**config.mk**
```make
export PLATFORM = sky130hd
export DESIGN_NAME = fpu_cmp_sched_flat
export DESIGN_NICKNAME = d
export VERILOG_FILES = /design/src/rtl/fpu_cmp_pkg.sv /design/src/rtl/fpu_cmp_sched_if.sv /design/src/rtl/fpu_cmp_core.sv /design/src/rtl/fpu_cmp_sched.sv /design/src/flat_wrapper.sv
export SDC_FILE = /design/constraint.sdc
export NUM_CORES = 1
export LEC_CHECK = 0
export CAP_MARGIN = 20
export CORE_MARGIN = 2
export CORE_UTILIZATION = 40
export CTS_CLUSTER_SIZE = 20
export DETAILED_ROUTE_END_ITERATION = 7
export PLACE_DENSITY = 0.78
export REMOVE_ABC_BUFFERS = 1
export SETUP_SLACK_MARGIN = 0.5
export SLEW_MARGIN = 20
export SYNTH_ARGS = -nofsm -noshare
export SYNTH_HDL_FRONTEND = slang
export SYNTH_HIERARCHICAL = 1
export SYNTH_SLANG_ARGS = --single-unit
```
**constraint.sdc**
```tcl
create_clock -name clk -period 9 [get_ports clk]
set_clock_uncertainty 0.15 [all_clocks]
set_input_delay 1.35 -clock clk [delete_from_list [all_inputs] [get_ports clk]]
set_output_delay 1.35 -clock clk [all_outputs]
set_load 0.02 [all_outputs]
```
**src/rtl/fpu_cmp_pkg.sv**
```systemverilog
// Shared types and constants for the shared float comparator scheduler.
// Optional NaN handling is enabled by defining FPU_CMP_NAN_EN.
package fpu_cmp_pkg;

  typedef enum logic [1:0] {
    CMP_LT  = 2'd0,
    CMP_GE  = 2'd1,
    CMP_MIN = 2'd2,
    CMP_MAX = 2'd3
  } cmp_op_e;

  typedef enum logic {
    SLOT_EMPTY = 1'b0,
    SLOT_FULL  = 1'b1
  } slot_state_e;

  localparam logic [31:0] CANON_NAN = 32'h7FC0_0000;
  localparam logic [31:0] TRUE_W    = 32'h0000_0001;

  function automatic logic is_nan(input logic [31:0] v);
    return (&v[30:23]) && (|v[22:0]);
  endfunction

endpackage

```
**src/rtl/fpu_cmp_sched_if.sv**
```systemverilog
// Requester/consumer bundle for fpu_cmp_sched: per-requester valid/ready ops in, tagged result out.
// rsp_nan exists only when FPU_CMP_NAN_EN is defined.
interface fpu_cmp_sched_if #(
  parameter int NUM_REQ = 4,
  parameter int ID_W    = $clog2(NUM_REQ)
);
  logic [NUM_REQ-1:0]       req_valid;
  logic [NUM_REQ-1:0]       req_ready;
  logic [NUM_REQ-1:0][31:0] req_a;
  logic [NUM_REQ-1:0][31:0] req_b;
  logic [NUM_REQ-1:0][1:0]  req_op;
  logic                     rsp_valid;
  logic                     rsp_ready;
  logic [ID_W-1:0]          rsp_id;
  logic [31:0]              rsp_data;
`ifdef FPU_CMP_NAN_EN
  logic                     rsp_nan;
`endif

  modport master (
    output req_valid, req_a, req_b, req_op, rsp_ready,
    input  req_ready, rsp_valid, rsp_id, rsp_data
`ifdef FPU_CMP_NAN_EN
    , input rsp_nan
`endif
  );

  modport slave (
    input  req_valid, req_a, req_b, req_op, rsp_ready,
    output req_ready, rsp_valid, rsp_id, rsp_data
`ifdef FPU_CMP_NAN_EN
    , output rsp_nan
`endif
  );
endinterface

```
**src/rtl/fpu_cmp_core.sv**
```systemverilog
// Combinational single-precision compare/min/max; zero latency, no backpressure.
// FPU_CMP_NAN_EN adds NaN detection and IEEE-style NaN results.
module fpu_cmp_core
  import fpu_cmp_pkg::*;
(
  input  logic [31:0] a,
  input  logic [31:0] b,
  input  cmp_op_e     op,
  output logic [31:0] result
`ifdef FPU_CMP_NAN_EN
  , output logic      nan
`endif
);

  logic ge;

  // Sign-magnitude ordering: negative pairs order inversely, so -0 < +0.
  always_comb begin
    ge = 1'b0;
    if (a[31] != b[31]) begin
      ge = b[31];
    end else if (!a[31]) begin
      ge = (a[30:0] >= b[30:0]);
    end else begin
      ge = (a[30:0] <= b[30:0]);
    end
  end

`ifdef FPU_CMP_NAN_EN
  logic a_nan;
  logic b_nan;
  assign a_nan = is_nan(a);
  assign b_nan = is_nan(b);
  assign nan   = a_nan || b_nan;
`endif

  always_comb begin
    result = '0;
    case (op)
      CMP_LT:  result = ge ? '0 : TRUE_W;
      CMP_GE:  result = ge ? TRUE_W : '0;
      CMP_MIN: result = ge ? b : a;
      CMP_MAX: result = ge ? a : b;
      default: result = '0;
    endcase
`ifdef FPU_CMP_NAN_EN
    if (a_nan || b_nan) begin
      if (op == CMP_LT || op == CMP_GE) begin
        result = '0;
      end else if (a_nan && b_nan) begin
        result = CANON_NAN;
      end else if (a_nan) begin
        result = b;
      end else begin
        result = a;
      end
    end
`endif
  end

endmodule

```
**src/rtl/fpu_cmp_sched.sv**
```systemverilog
// Round-robin share of one float comparator; 1-cycle latency, 1 op/cycle with rsp_ready high.
// A held result stalls all grants until consumed; FPU_CMP_NAN_EN adds rsp_nan.
module fpu_cmp_sched
  import fpu_cmp_pkg::*;
#(
  parameter int NUM_REQ = 4,
  parameter int ID_W    = $clog2(NUM_REQ)
) (
  input  logic           clk,
  input  logic           rst,
  fpu_cmp_sched_if.slave bus
);

  slot_state_e     state_q, state_d;
  logic [ID_W-1:0] ptr_q, ptr_d;
  logic [ID_W-1:0] rsp_id_q, rsp_id_d;
  logic [31:0]     rsp_data_q, rsp_data_d;
`ifdef FPU_CMP_NAN_EN
  logic            rsp_nan_q, rsp_nan_d;
  logic            core_nan;
`endif

  logic            can_issue;
  logic            gnt_vld;
  logic [ID_W-1:0] gnt_idx;
  logic [ID_W-1:0] cand_id;
  logic            issue;
  logic [31:0]     core_res;

  assign can_issue = (state_q == SLOT_EMPTY) || bus.rsp_ready;
  assign issue     = can_issue && gnt_vld && !rst;

  // First valid requester at or after ptr, wrapping past NUM_REQ-1.
  always_comb begin
    gnt_vld = 1'b0;
    gnt_idx = '0;
    cand_id = '0;
    for (int i = 0; i < NUM_REQ; i++) begin
      cand_id = ID_W'((int'(ptr_q) + i) % NUM_REQ);
      if (!gnt_vld && bus.req_valid[cand_id]) begin
        gnt_vld = 1'b1;
        gnt_idx = cand_id;
      end
    end
  end

  fpu_cmp_core u_core (
    .a      (bus.req_a[gnt_idx]),
    .b      (bus.req_b[gnt_idx]),
    .op     (cmp_op_e'(bus.req_op[gnt_idx])),
    .result (core_res)
`ifdef FPU_CMP_NAN_EN
    , .nan  (core_nan)
`endif
  );

  always_ff @(posedge clk or posedge rst) begin
    if (rst) begin
      state_q    <= SLOT_EMPTY;
      ptr_q      <= '0;
      rsp_id_q   <= '0;
      rsp_data_q <= '0;
`ifdef FPU_CMP_NAN_EN
      rsp_nan_q  <= 1'b0;
`endif
    end else begin
      state_q    <= state_d;
      ptr_q      <= ptr_d;
      rsp_id_q   <= rsp_id_d;
      rsp_data_q <= rsp_data_d;
`ifdef FPU_CMP_NAN_EN
      rsp_nan_q  <= rsp_nan_d;
`endif
    end
  end

  always_comb begin
    state_d = state_q;
    case (state_q)
      SLOT_EMPTY: if (issue) state_d = SLOT_FULL;
      SLOT_FULL:  if (bus.rsp_ready && !issue) state_d = SLOT_EMPTY;
      default:    state_d = SLOT_EMPTY;
    endcase
  end

  always_comb begin
    ptr_d      = ptr_q;
    rsp_id_d   = rsp_id_q;
    rsp_data_d = rsp_data_q;
`ifdef FPU_CMP_NAN_EN
    rsp_nan_d  = rsp_nan_q;
`endif
    if (issue) begin
      ptr_d      = (gnt_idx == ID_W'(NUM_REQ - 1)) ? '0 : gnt_idx + ID_W'(1);
      rsp_id_d   = gnt_idx;
      rsp_data_d = core_res;
`ifdef FPU_CMP_NAN_EN
      rsp_nan_d  = core_nan;
`endif
    end
  end

  always_comb begin
    bus.req_ready = '0;
    if (issue) bus.req_ready[gnt_idx] = 1'b1;
    bus.rsp_valid = (state_q == SLOT_FULL);
    bus.rsp_id    = rsp_id_q;
    bus.rsp_data  = rsp_data_q;
`ifdef FPU_CMP_NAN_EN
    bus.rsp_nan   = rsp_nan_q;
`endif
  end

endmodule

```
**src/flat_wrapper.sv**
```systemverilog
// flat-port wrapper written by rule: the top's interface ports become plain ports
module fpu_cmp_sched_flat import fpu_cmp_pkg::*;
#(
  parameter int NUM_REQ = 4,
  parameter int ID_W    = $clog2(NUM_REQ)
)
  (clk, rst, bus_req_valid, bus_req_a, bus_req_b, bus_req_op, bus_rsp_ready, bus_req_ready, bus_rsp_valid, bus_rsp_id, bus_rsp_data);
  fpu_cmp_sched_if #(.NUM_REQ(NUM_REQ), .ID_W(ID_W)) bus_i ();
  input  logic clk;
  input  logic rst;
  input wire logic [$bits(bus_i.req_valid)-1:0] bus_req_valid;
  input wire logic [$bits(bus_i.req_a)-1:0] bus_req_a;
  input wire logic [$bits(bus_i.req_b)-1:0] bus_req_b;
  input wire logic [$bits(bus_i.req_op)-1:0] bus_req_op;
  input wire logic [$bits(bus_i.rsp_ready)-1:0] bus_rsp_ready;
  output wire logic [$bits(bus_i.req_ready)-1:0] bus_req_ready;
  output wire logic [$bits(bus_i.rsp_valid)-1:0] bus_rsp_valid;
  output wire logic [$bits(bus_i.rsp_id)-1:0] bus_rsp_id;
  output wire logic [$bits(bus_i.rsp_data)-1:0] bus_rsp_data;
  assign bus_i.req_valid = bus_req_valid;
  assign bus_i.req_a = bus_req_a;
  assign bus_i.req_b = bus_req_b;
  assign bus_i.req_op = bus_req_op;
  assign bus_i.rsp_ready = bus_rsp_ready;
  assign bus_req_ready = bus_i.req_ready;
  assign bus_rsp_valid = bus_i.rsp_valid;
  assign bus_rsp_id = bus_i.rsp_id;
  assign bus_rsp_data = bus_i.rsp_data;
  fpu_cmp_sched #(.NUM_REQ(NUM_REQ), .ID_W(ID_W)) u_core (.clk(clk), .rst(rst), .bus(bus_i));
endmodule
```
After elaboration in Yosys (flattened, before gate mapping). Index checks and enable logic that the tools add are counted.

Bitwise logic cells: 1. Mux-type cells: 36. Reduce and logical (&&, ||, !) cells: 14. Magnitude comparators: 8. Equal/unequal tests: 5. Add/sub/neg operators: 4.

Operators by type and width (number): $bmux W32 S2 (2); $mux W32 (4); $pmux W32 S4 (1); $ge A31 B31 Y1 (1); $le A31 B31 Y1 (1); $lt A2 B3 Y1 const B (5); $mux W1 (15); $mux W2 (6); $bmux W1 S2 (4); $logic_and A1 B1 Y1 (7); $eq A2 B2 Y1 const B (3); $logic_not A1 Y1 (5); $add A2 B1 Y2 const B (2); $add A2 B2 Y2 const B (2); $bmux W2 S2 (1); $mux W4 (1); $demux W1 S2 (1); $eq A2 B1 Y1 const B (1); $ge A2 B1 Y1 const B (1); $logic_not A2 Y1 (1); $pmux W1 S2 (1); $logic_or A1 B1 Y1 (1); $ne A1 B1 Y1 (1); $not A1 Y1 (1).

Logic and storage cells: 72. Bits of input ports: 271. Output and inout bits: 39. Bits in registers: 37.

Logic depth before layout (Yosys ltp). Gate-level depths: netlist of run 1.

Depth in word-level cells: 19. Depth in mapped cells: 19. Mapped depth without buffers: 14.

Hierarchy. Netlist of run 1, hierarchy kept.

By module, submodules not included: fpu_cmp_sched (times used 1, cells each 747, sequential area each 925.9 um^2, area an instance 5587.9 um^2); fpu_cmp_core (times used 1, cells each 376, sequential area each 0.0 um^2, area an instance 2274.7 um^2).

Worst setup path after synthesis of run 1. OpenSTA, ideal clock, no wires.

Path kind: in2reg. Start point: input bus_req_valid[2]. End point: register u_core.rsp_data_q[0], in the netlist u_core/bus.rsp_data[0]. Data arrival time: 4909 ps. Setup time: 125 ps. Path buffers: 3. Required time: 8725 ps. Stages: 17. Slack: 3817 ps. Path through: nor2b_1 -> or4b_1 -> buf_2 -> buf_2 -> a21bo_1 -> a32oi_1 -> inv_1 -> ha_1 -> a211oi_1 -> nor2_1 -> o31a_1 -> o41ai_2 -> mux2_4 -> buf_6 -> a2111oi_2 -> nor4b_2 -> mux2_2.

Cells in the longest elaborated chain, start to end: 19. Elaborated cells on any way between the ends: 44. Those cells by class: order compare (2); eq/ne (4); mux (29); reduce/logical (9).

RTL lines: start: declaration (line flat_wrapper.sv:11) `input wire logic [$bits(bus_i.req_valid)-1:0] bus_req_valid;`; $bmux W1 S2 (line fpu_cmp_sched.sv:40) `if (!gnt_vld && bus.req_valid[cand_id]) begin`; $mux W1 (implied by the code) (line fpu_cmp_sched.sv:40); $mux W1 (line fpu_cmp_sched.sv:40); $logic_not A1 Y1 (line fpu_cmp_sched.sv:40); $logic_and A1 B1 Y1 (line fpu_cmp_sched.sv:40); $mux W1 (line fpu_cmp_sched.sv:40); $logic_not A1 Y1 (line fpu_cmp_sched.sv:40); $logic_and A1 B1 Y1 (line fpu_cmp_sched.sv:40); [4 not listed]; $bmux W32 S2, on equally long branches (line fpu_cmp_sched.sv:48, fpu_cmp_sched.sv:49); $mux W32, on equally long branches (line fpu_cmp_sched.sv:48, fpu_cmp_sched.sv:49); $ge A31 B31 Y1 / $le A31 B31 Y1 (equally long branches) (line fpu_cmp_core.sv:23, fpu_cmp_core.sv:25); $mux W1 (line fpu_cmp_core.sv:22) `end else if (!a[31]) begin`; $mux W1 (line fpu_cmp_core.sv:20) `if (a[31] != b[31]) begin`; $mux W32, or another cell as far along (line fpu_cmp_core.sv:43) `CMP_MAX: result = ge ? a : b;`; $pmux W32 S4 * (line fpu_cmp_core.sv:39) `case (op)`; net u_core.core_res[0] (line fpu_cmp_sched.sv:28) `logic [31:0] core_res;`; end signal: assignment (line fpu_cmp_sched.sv:70) `rsp_data_q <= rsp_data_d;`; end: declaration (line fpu_cmp_sched.sv:17) `logic [31:0] rsp_data_q, rsp_data_d;`.

The timed path passes the listed nets; every way through them passes the cells marked *. The select of a mux whose other input is x is not followed. A chain may end at the register's enable or synchronous reset.

Worst setup path in the final report of run 1.
Start point: input bus_req_valid[3]. End point: register u_core.rsp_data_q[25], in the netlist u_core/bus.rsp_data[25].

Cells in the longest elaborated chain, start to end: 19. Elaborated cells on any way between the ends: 42. Those cells by class: order compare (2); eq/ne (4); mux (27); reduce/logical (9).

RTL lines (line): $bmux W1 S2 (fpu_cmp_sched.sv:40); $mux W1 (implied by the code) (fpu_cmp_sched.sv:40); $mux W1 (fpu_cmp_sched.sv:40); $logic_not A1 Y1 (fpu_cmp_sched.sv:40); $logic_and A1 B1 Y1 (fpu_cmp_sched.sv:40); $mux W1 (fpu_cmp_sched.sv:40); $logic_not A1 Y1 (fpu_cmp_sched.sv:40); $logic_and A1 B1 Y1 (fpu_cmp_sched.sv:40); [4 not listed]; $bmux W32 S2, on equally long branches (fpu_cmp_sched.sv:48, fpu_cmp_sched.sv:49); $mux W32, on equally long branches (fpu_cmp_sched.sv:48, fpu_cmp_sched.sv:49); $ge A31 B31 Y1 / $le A31 B31 Y1 (equally long branches) (fpu_cmp_core.sv:23, fpu_cmp_core.sv:25); $mux W1 (fpu_cmp_core.sv:22); $mux W1 (fpu_cmp_core.sv:20); $mux W32, on equally long branches (fpu_cmp_core.sv:43, fpu_cmp_core.sv:42); $pmux W32 S4 * (fpu_cmp_core.sv:39); net u_core.core_res[25] (fpu_cmp_sched.sv:28).

Marks and branches as above.

==> results of run 1 <==
## metal layers
layer / vias to the layer above / track usage [%] / part of all wire, % / wire length, µm
met5: - / 0 / 0 / 0
met4: 0 / 8.074 / 2.1 / 630
met3: 45 / 4.470 / 8.3 / 2531
met2: 489 / 49.80 / 49 / 14770
met1: 4754 / 34.07 / 41 / 12470
li1: 4752 / - / - / -
## registers in the layout, summed over array words and instances (netlist names)
register / flops
u_core/bus.rsp_id: 2
u_core/ptr_q: 2
u_core/bus.rsp_data: 32
u_core/bus.rsp_valid: 1
## power by group
group	switching (µW)	total [µW]	internal [µW]
clock network	77.6	195	118
logic	1790	2950	1170
registers	80.5	317	236
total	1950	3470	1520
## final timing paths
path,from,endpoint,cells past startpoint
min,u_core/bus.rsp_id[0],u_core/bus.rsp_id[0],1
min reg2reg,u_core/bus.rsp_id[0],u_core/bus.rsp_id[0],1
max reg2reg,u_core/ptr_q[1],u_core/bus.rsp_data[25],14
max,bus_req_valid[3],u_core/bus.rsp_data[25],16
max in group asynchronous,rst,u_core/ptr_q[1],2
min in group asynchronous,rst,u_core/bus.rsp_valid,2
## logic make-up (layout without fill, tap and decap cells)
group	count (synthesis)	after routing	synth area share [%]
and+or+nand+nor	559	559	38.29
AOI/OAI and AO/OA	262	262	29.47
buffers and inverters	196	374	9.994
DFF	37	37	11.78
muxes	35	35	5.060
adders and majority gates	34	34	5.411
other	0	1	0
## metrics by stage
| step | total power, µW | cells | hold slack, ns | TNS (ns) |
|---|---|---|---|---|
| detailed placement | 3232 | 1558 | 0.3309 | 0 |
| finish | 3466 | 1567 | 0.3430 | 0 |
| CTS | 3440 | 1566 | 0.3460 | 0 |
| global placement | 3154 | 1558 | 0.3233 | 0 |
| floorplan | 2344 | 965 | 0.3817 | -156.78 |
| global route | 3778 | 1566 | 0.3576 | 0 |
## layout by cell type, fill, tap and decap left out, types with 2 or more instances in the layout
master | Yosys | final
a32oi_1 | 66 | 64
nor2_4 | 0 | 3
buf_12 | 0 | 4
clkdlybuf4s50_1 | 0 | 309
clkbuf_8 | 0 | 2
nand3_1 | 190 | 190
a32oi_4 | 0 | 3
nand4_1 | 67 | 67
dfrtp_1 | 37 | 36
nand2_1 | 114 | 114
nor3b_1 | 67 | 67
nor2_1 | 33 | 30
inv_1 | 38 | 37
and2_2 | 0 | 2
ha_1 | 34 | 34
a221oi_1 | 67 | 67
clkbuf_16 | 0 | 5
nor4_1 | 68 | 68
a21oi_1 | 15 | 15
o21ai_0 | 3 | 3
nand2b_1 | 2 | 2
a21bo_1 | 66 | 66
nor2b_1 | 4 | 2
buf_4 | 1 | 15
nor2b_4 | 0 | 2
a22o_1 | 29 | 29
a211oi_1 | 3 | 2
mux2_2 | 34 | 34
and2_1 | 4 | 2
and3_1 | 3 | 3
## worst register-to-register path: stages (launching register included)
cell     delay, ns
dfrtp_4       0.87
or4b_4        0.97
buf_12        0.43
a21bo_1       0.19
a32oi_1       0.29
inv_1         0.10
ha_1          0.33
nand4_1       0.18
nor4_1        0.62
nand2_1       0.23
nand2_1       0.12
mux2_4        0.79
a22o_1        0.32
nand3_1       0.08
mux2_2        0.27
## final cells by class
type | count | area [µm²] | share of cell area, %
diodes | 1 | 2.502 | 0.02250
clock buffers | 7 | 152.6 | 1.372
clock inverters | 1 | 5.005 | 0.04500
inverters | 38 | 142.6 | 1.282
multi-input cells | 890 | 6272 | 56.40
flip-flops and latches | 37 | 929.6 | 8.359
well taps | 265 | 331.6 | 2.981
repair buffers | 328 | 3286 | 29.54
==> flow_summary.toml, run 1 <==
[detailed_routing]
drtIter0Drc = 776
via_per_inst = 6.407
wl_per_cell_um = 19.40
drtPass1Iterations = 5
drc = 0
vias = 10040
drt-total-wl_um = 30410
ant_nets = 0

[critical_path]
crit_path_start_kind = "input port"
path_cells = "clkdlybuf4s50_1 -> nor2_4 -> or4b_4 -> buf_12 -> nand3_1 -> a32oi_1 -> inv_1 -> ha_1 -> nand4_1 -> nor4_1 -> nand2_1 -> nand2_1 -> mux2_4 -> a22o_1 -> nand3_1 -> mux2_2"
cpPeakStageDelay_ns = 0.94
crit_family = "simple AND/OR/NAND/NOR gates"
cp-end-kind = "flip-flop"
ff2ff_setup_slack_ns = 2.96
path_class = "input port to flip-flop"
critPathMaxFanout = 98
worstPathArrival_ns = 7.42
crit_buf_inv = 3
crit_required_ns = 9.03
critPathSlowestCell = "or4b_4"

[logic_synthesis]
async_reset_ff_share_pct = 100.0
synth-main-ff-cell = "dfrtp_1"
yosysUniqueCellTypes = 47
netlist.top_cell.by_area = "nand3_1"
synth_area_leaders = "nand3_1, dfrtp_1, a21bo_1"
yosysMostFrequentCell = "nand3_1"
ys_seq_elements = 37
synthTopCellsByCount = "nand3_1, nand2_1, clkbuf_1"
syn_inst = 1123
ys_seq_area_share_pct = 11.78
synth_edf_count = 0
syn_area_per_cell_um2 = 7.001
syn_area_um2 = 7863
ys_warn_count = 6
synth_top_area_share_pct = 12.09

[clock_tree]
post-cts-setup-buffers = 0
htree_levels = 2
cts_num_sinks = 37
clkSlewWorstSetupHoldPaths_ns = 0.07
hold_buffers = 0
cts_tree = "yes"
root_buffer = "clkbuf_16"
cts_buffer_depth = 2
numCtsBuffers = 5
clk-insertion-delay-late_ns = 0.29
cts_resized = 0

[grt]
grt_first_pass_wirelength_um = 47220
grt_pass1_vias = 9147
grt_overflow = 0
grt_usage_pct = 27.71
antenna_found_initial = 0
grt_start_max_net_pins = 99

[floorplanning]
die_h_um = 144.2
ios = 310
rows = 51
die_w_um = 144.2
initial_core_util_pct = 40.53
dieArea_um2 = 20790
core_area_um2 = 19400

[timing]
fin_ws_ns = 1.607
fin_crit_sh_pct = 82.15
hold_viol = 0
worstMarginPinSlew_ns = 1.027
slew_viol_final = 0
final-setup-viol-count = 0
fmaxAchievable_ghz = 0.1353
maxSlewHeadroom_pct = 31.56
period_minus_slack_ns = 7.393
rsz0062_at_grt = "no"

[outcome]
run_status = "finished, final reports clean"

[pwr]
p_leak_uw = 0.004360
power_density_nw_per_um2 = 311.6
ir_drop_v = 0.0002651

[cells_and_area]
final_layout_size_suffix_gt1_share_pct = 6.457
final_core_util_pct = 57.33
postLayoutCellArea_um2 = 11120
final_nets = 1605
fillers = 1826
syn2layout_area_growth_pct = 41.45

[place]
io_buffers = 309
gp_congestion = 0.8243
hpwl_um = 20400
postPlaceCellArea_um2 = 10960
place_ws_ns = 1.346

[worst_hold_path]
min_path_type = "flip-flop to flip-flop"

[run]
maxCapViolations = 0
Note: power is estimated with default switching activity, not from simulation.
==> run 2, diff against run 1 <==
--- a/config.mk
+++ b/config.mk
@@ -10,7 +10,7 @@
 export CORE_UTILIZATION = 40
 export CTS_CLUSTER_SIZE = 20
 export DETAILED_ROUTE_END_ITERATION = 7
-export PLACE_DENSITY = 0.78
+export PLACE_DENSITY = 0.8
 export REMOVE_ABC_BUFFERS = 1
 export SETUP_SLACK_MARGIN = 0.5
 export SLEW_MARGIN = 20
==> constraint.sdc (replaced) <==
create_clock -name clk -period 6.78 [get_ports clk]
set_clock_uncertainty 0.15 [all_clocks]
set_input_delay 1.017 -clock clk [delete_from_list [all_inputs] [get_ports clk]]
set_output_delay 1.017 -clock clk [all_outputs]
set_load 0.02 [all_outputs]
==> flow_summary.toml, run 2 (synthesis gave the netlist of run 1 again) <==
[outcome]
run_status = "finished, final reports clean"

[pwr]
total_power_uw = 4626
ir_drop_v = 0.0002859
p_leak_uw = 0.004411
power_density_nw_per_um2 = 411.9

[cells_and_area]
layout.cells.non_filler = 1572
postLayoutCellArea_um2 = 11230
final_layout_size_suffix_gt1_share_pct = 6.886
largest_reg_flops = 32
fillers = 1809
diodes = 0
final_nets = 1611
final_cell_mix = "clkdlybuf4s50_1, nand3_1, nand2_1"
final_common_cell = "clkdlybuf4s50_1"
syn2layout_area_growth_pct = 42.84

[floorplanning]
die_h_um = 144.2
initial_core_util_pct = 40.53
core_area_um2 = 19400
rows = 51
die_w_um = 144.2
ios = 310
dieArea_um2 = 20790

[detailed_routing]
vias = 10040
ant_nets = 0
drtPass1Iterations = 6
via_per_inst = 6.389
drc = 0
drtIter0Drc = 854
wl_per_cell_um = 19.02
drt-total-wl_um = 29890

[timing]
worstMarginPinSlew_ns = 0.9146
period_minus_slack_ns = 5.917
maxSlewHeadroom_pct = 38.94
rsz0062_at_grt = "no"
fin_crit_sh_pct = 87.28
hold_viol = 0
final-setup-viol-count = 0
fmaxAchievable_ghz = 0.1690
slew_viol_final = 0
fin_tns_setup_ns = 0

[critical_path]
crit_buf_inv = 3
crit_family = "compound AO/OA/AOI/OAI gates"
worstPathArrival_ns = 5.94
cpPeakStageDelay_ns = 0.64
crit_required_ns = 6.81
cp-end-kind = "flip-flop"
critPathMaxFanout = 38
crit_path_start_kind = "input port"
path_cells = "clkdlybuf4s50_1 -> nor2b_1 -> a211o_2 -> buf_12 -> a221oi_1 -> a32oi_1 -> ha_1 -> a211oi_1 -> nor2_1 -> o31a_1 -> o41ai_2 -> mux2_4 -> buf_4 -> a22o_1 -> nand3_1 -> mux2_2"
crit_start = "bus_req_valid[1]"
critPathSlowestCell = "clkdlybuf4s50_1"
timing.rr.start = "u_core/ptr_q[1]"
path_class = "input port to flip-flop"

[grt]
antenna_found_initial = 0
grt_first_pass_wirelength_um = 45890
grt_usage_pct = 27.14
grt_start_max_net_pins = 115
gr-usage-met3_pct = 4.735
grt_use_met2_pct = 50.15
grt_overflow = 0
grt_pass1_vias = 9314
top_usage_layer = "met2"
gr-usage-met1_pct = 31.21

[worst_hold_path]
min_path_type = "flip-flop to flip-flop"
worstHoldStart = "u_core/bus.rsp_id[0]"

[clock_tree]
htree_levels = 2
cts_num_sinks = 37
numCtsBuffers = 5
cts_buffer_depth = 2
cts_tree = "yes"
root_buffer = "clkbuf_16"
clk-insertion-delay-late_ns = 0.29
clkSlewWorstSetupHoldPaths_ns = 0.07

[place]
io_buffers = 309
gp_congestion = 0.8443
postPlaceCellArea_um2 = 11080
placedCellCount = 1564
hpwl_um = 20960

[run]
maxCapViolations = 0
==> run 2: path summary, 6_finish.rpt <==
kind / slack [ns] / cells past startpoint / to
worst max-delay path: 0.86 / 16 / u_core/bus.rsp_data[20]
worst min-delay path: 0.34 / 1 / u_core/bus.rsp_id[0]
worst max register to register: 1.48 / 15 / u_core/bus.rsp_data[20]
worst min register to register: 0.34 / 1 / u_core/bus.rsp_id[0]
min in group asynchronous: 1.20 / 2 / u_core/bus.rsp_valid
max in group asynchronous: 4.61 / 2 / u_core/ptr_q[1]
==> run 2: where the power goes <==
part	switching [µW]	internal, µW	total [µW]
registers	102	314	415
clock network	99.5	135	235
logic	2380	1600	3980
==> run 2: through the flow <==
step | utilization (%) | hold slack, ns | setup slack [ns]
2_1_floorplan | - | 0.3817 | -6.496
3_3_place_gp | 57.13 | 0.3287 | 0.6811
3_5_place_dp | 57.13 | 0.3288 | 0.5567
4_1_cts | 57.84 | 0.3437 | 0.8332
5_1_grt | 57.89 | 0.3644 | 0.5627
6_report | 57.89 | 0.3431 | 0.8627
==> run 2: layer usage <==
| metal | share of wire, % | vias up |
|---|---|---|
| li1 | - | 4758 |
| met1 | 39 | 4744 |
| met2 | 49 | 477 |
| met3 | 8.8 | 64 |
| met4 | 3.1 | 0 |
| met5 | 0 | - |
==> run 2: area by class of cell <==
cell class,instances,area [µm²],area share (%)
clock inverters,2,10.01,0.08913
flip-flops and latches,37,929.6,8.278
clock buffers,6,128.9,1.148
well taps,265,331.6,2.952
multi-input cells,890,6279,55.90
repair buffers,334,3410,30.36
inverters,38,142.6,1.270
==> run 2: what timing repair did <==
item	in CTS	in global routing
buffers inserted	0	0
gates resized for setup	0	2
setup endpoints to repair	0	18
hold buffers	0	0
hold endpoints to repair	0	0
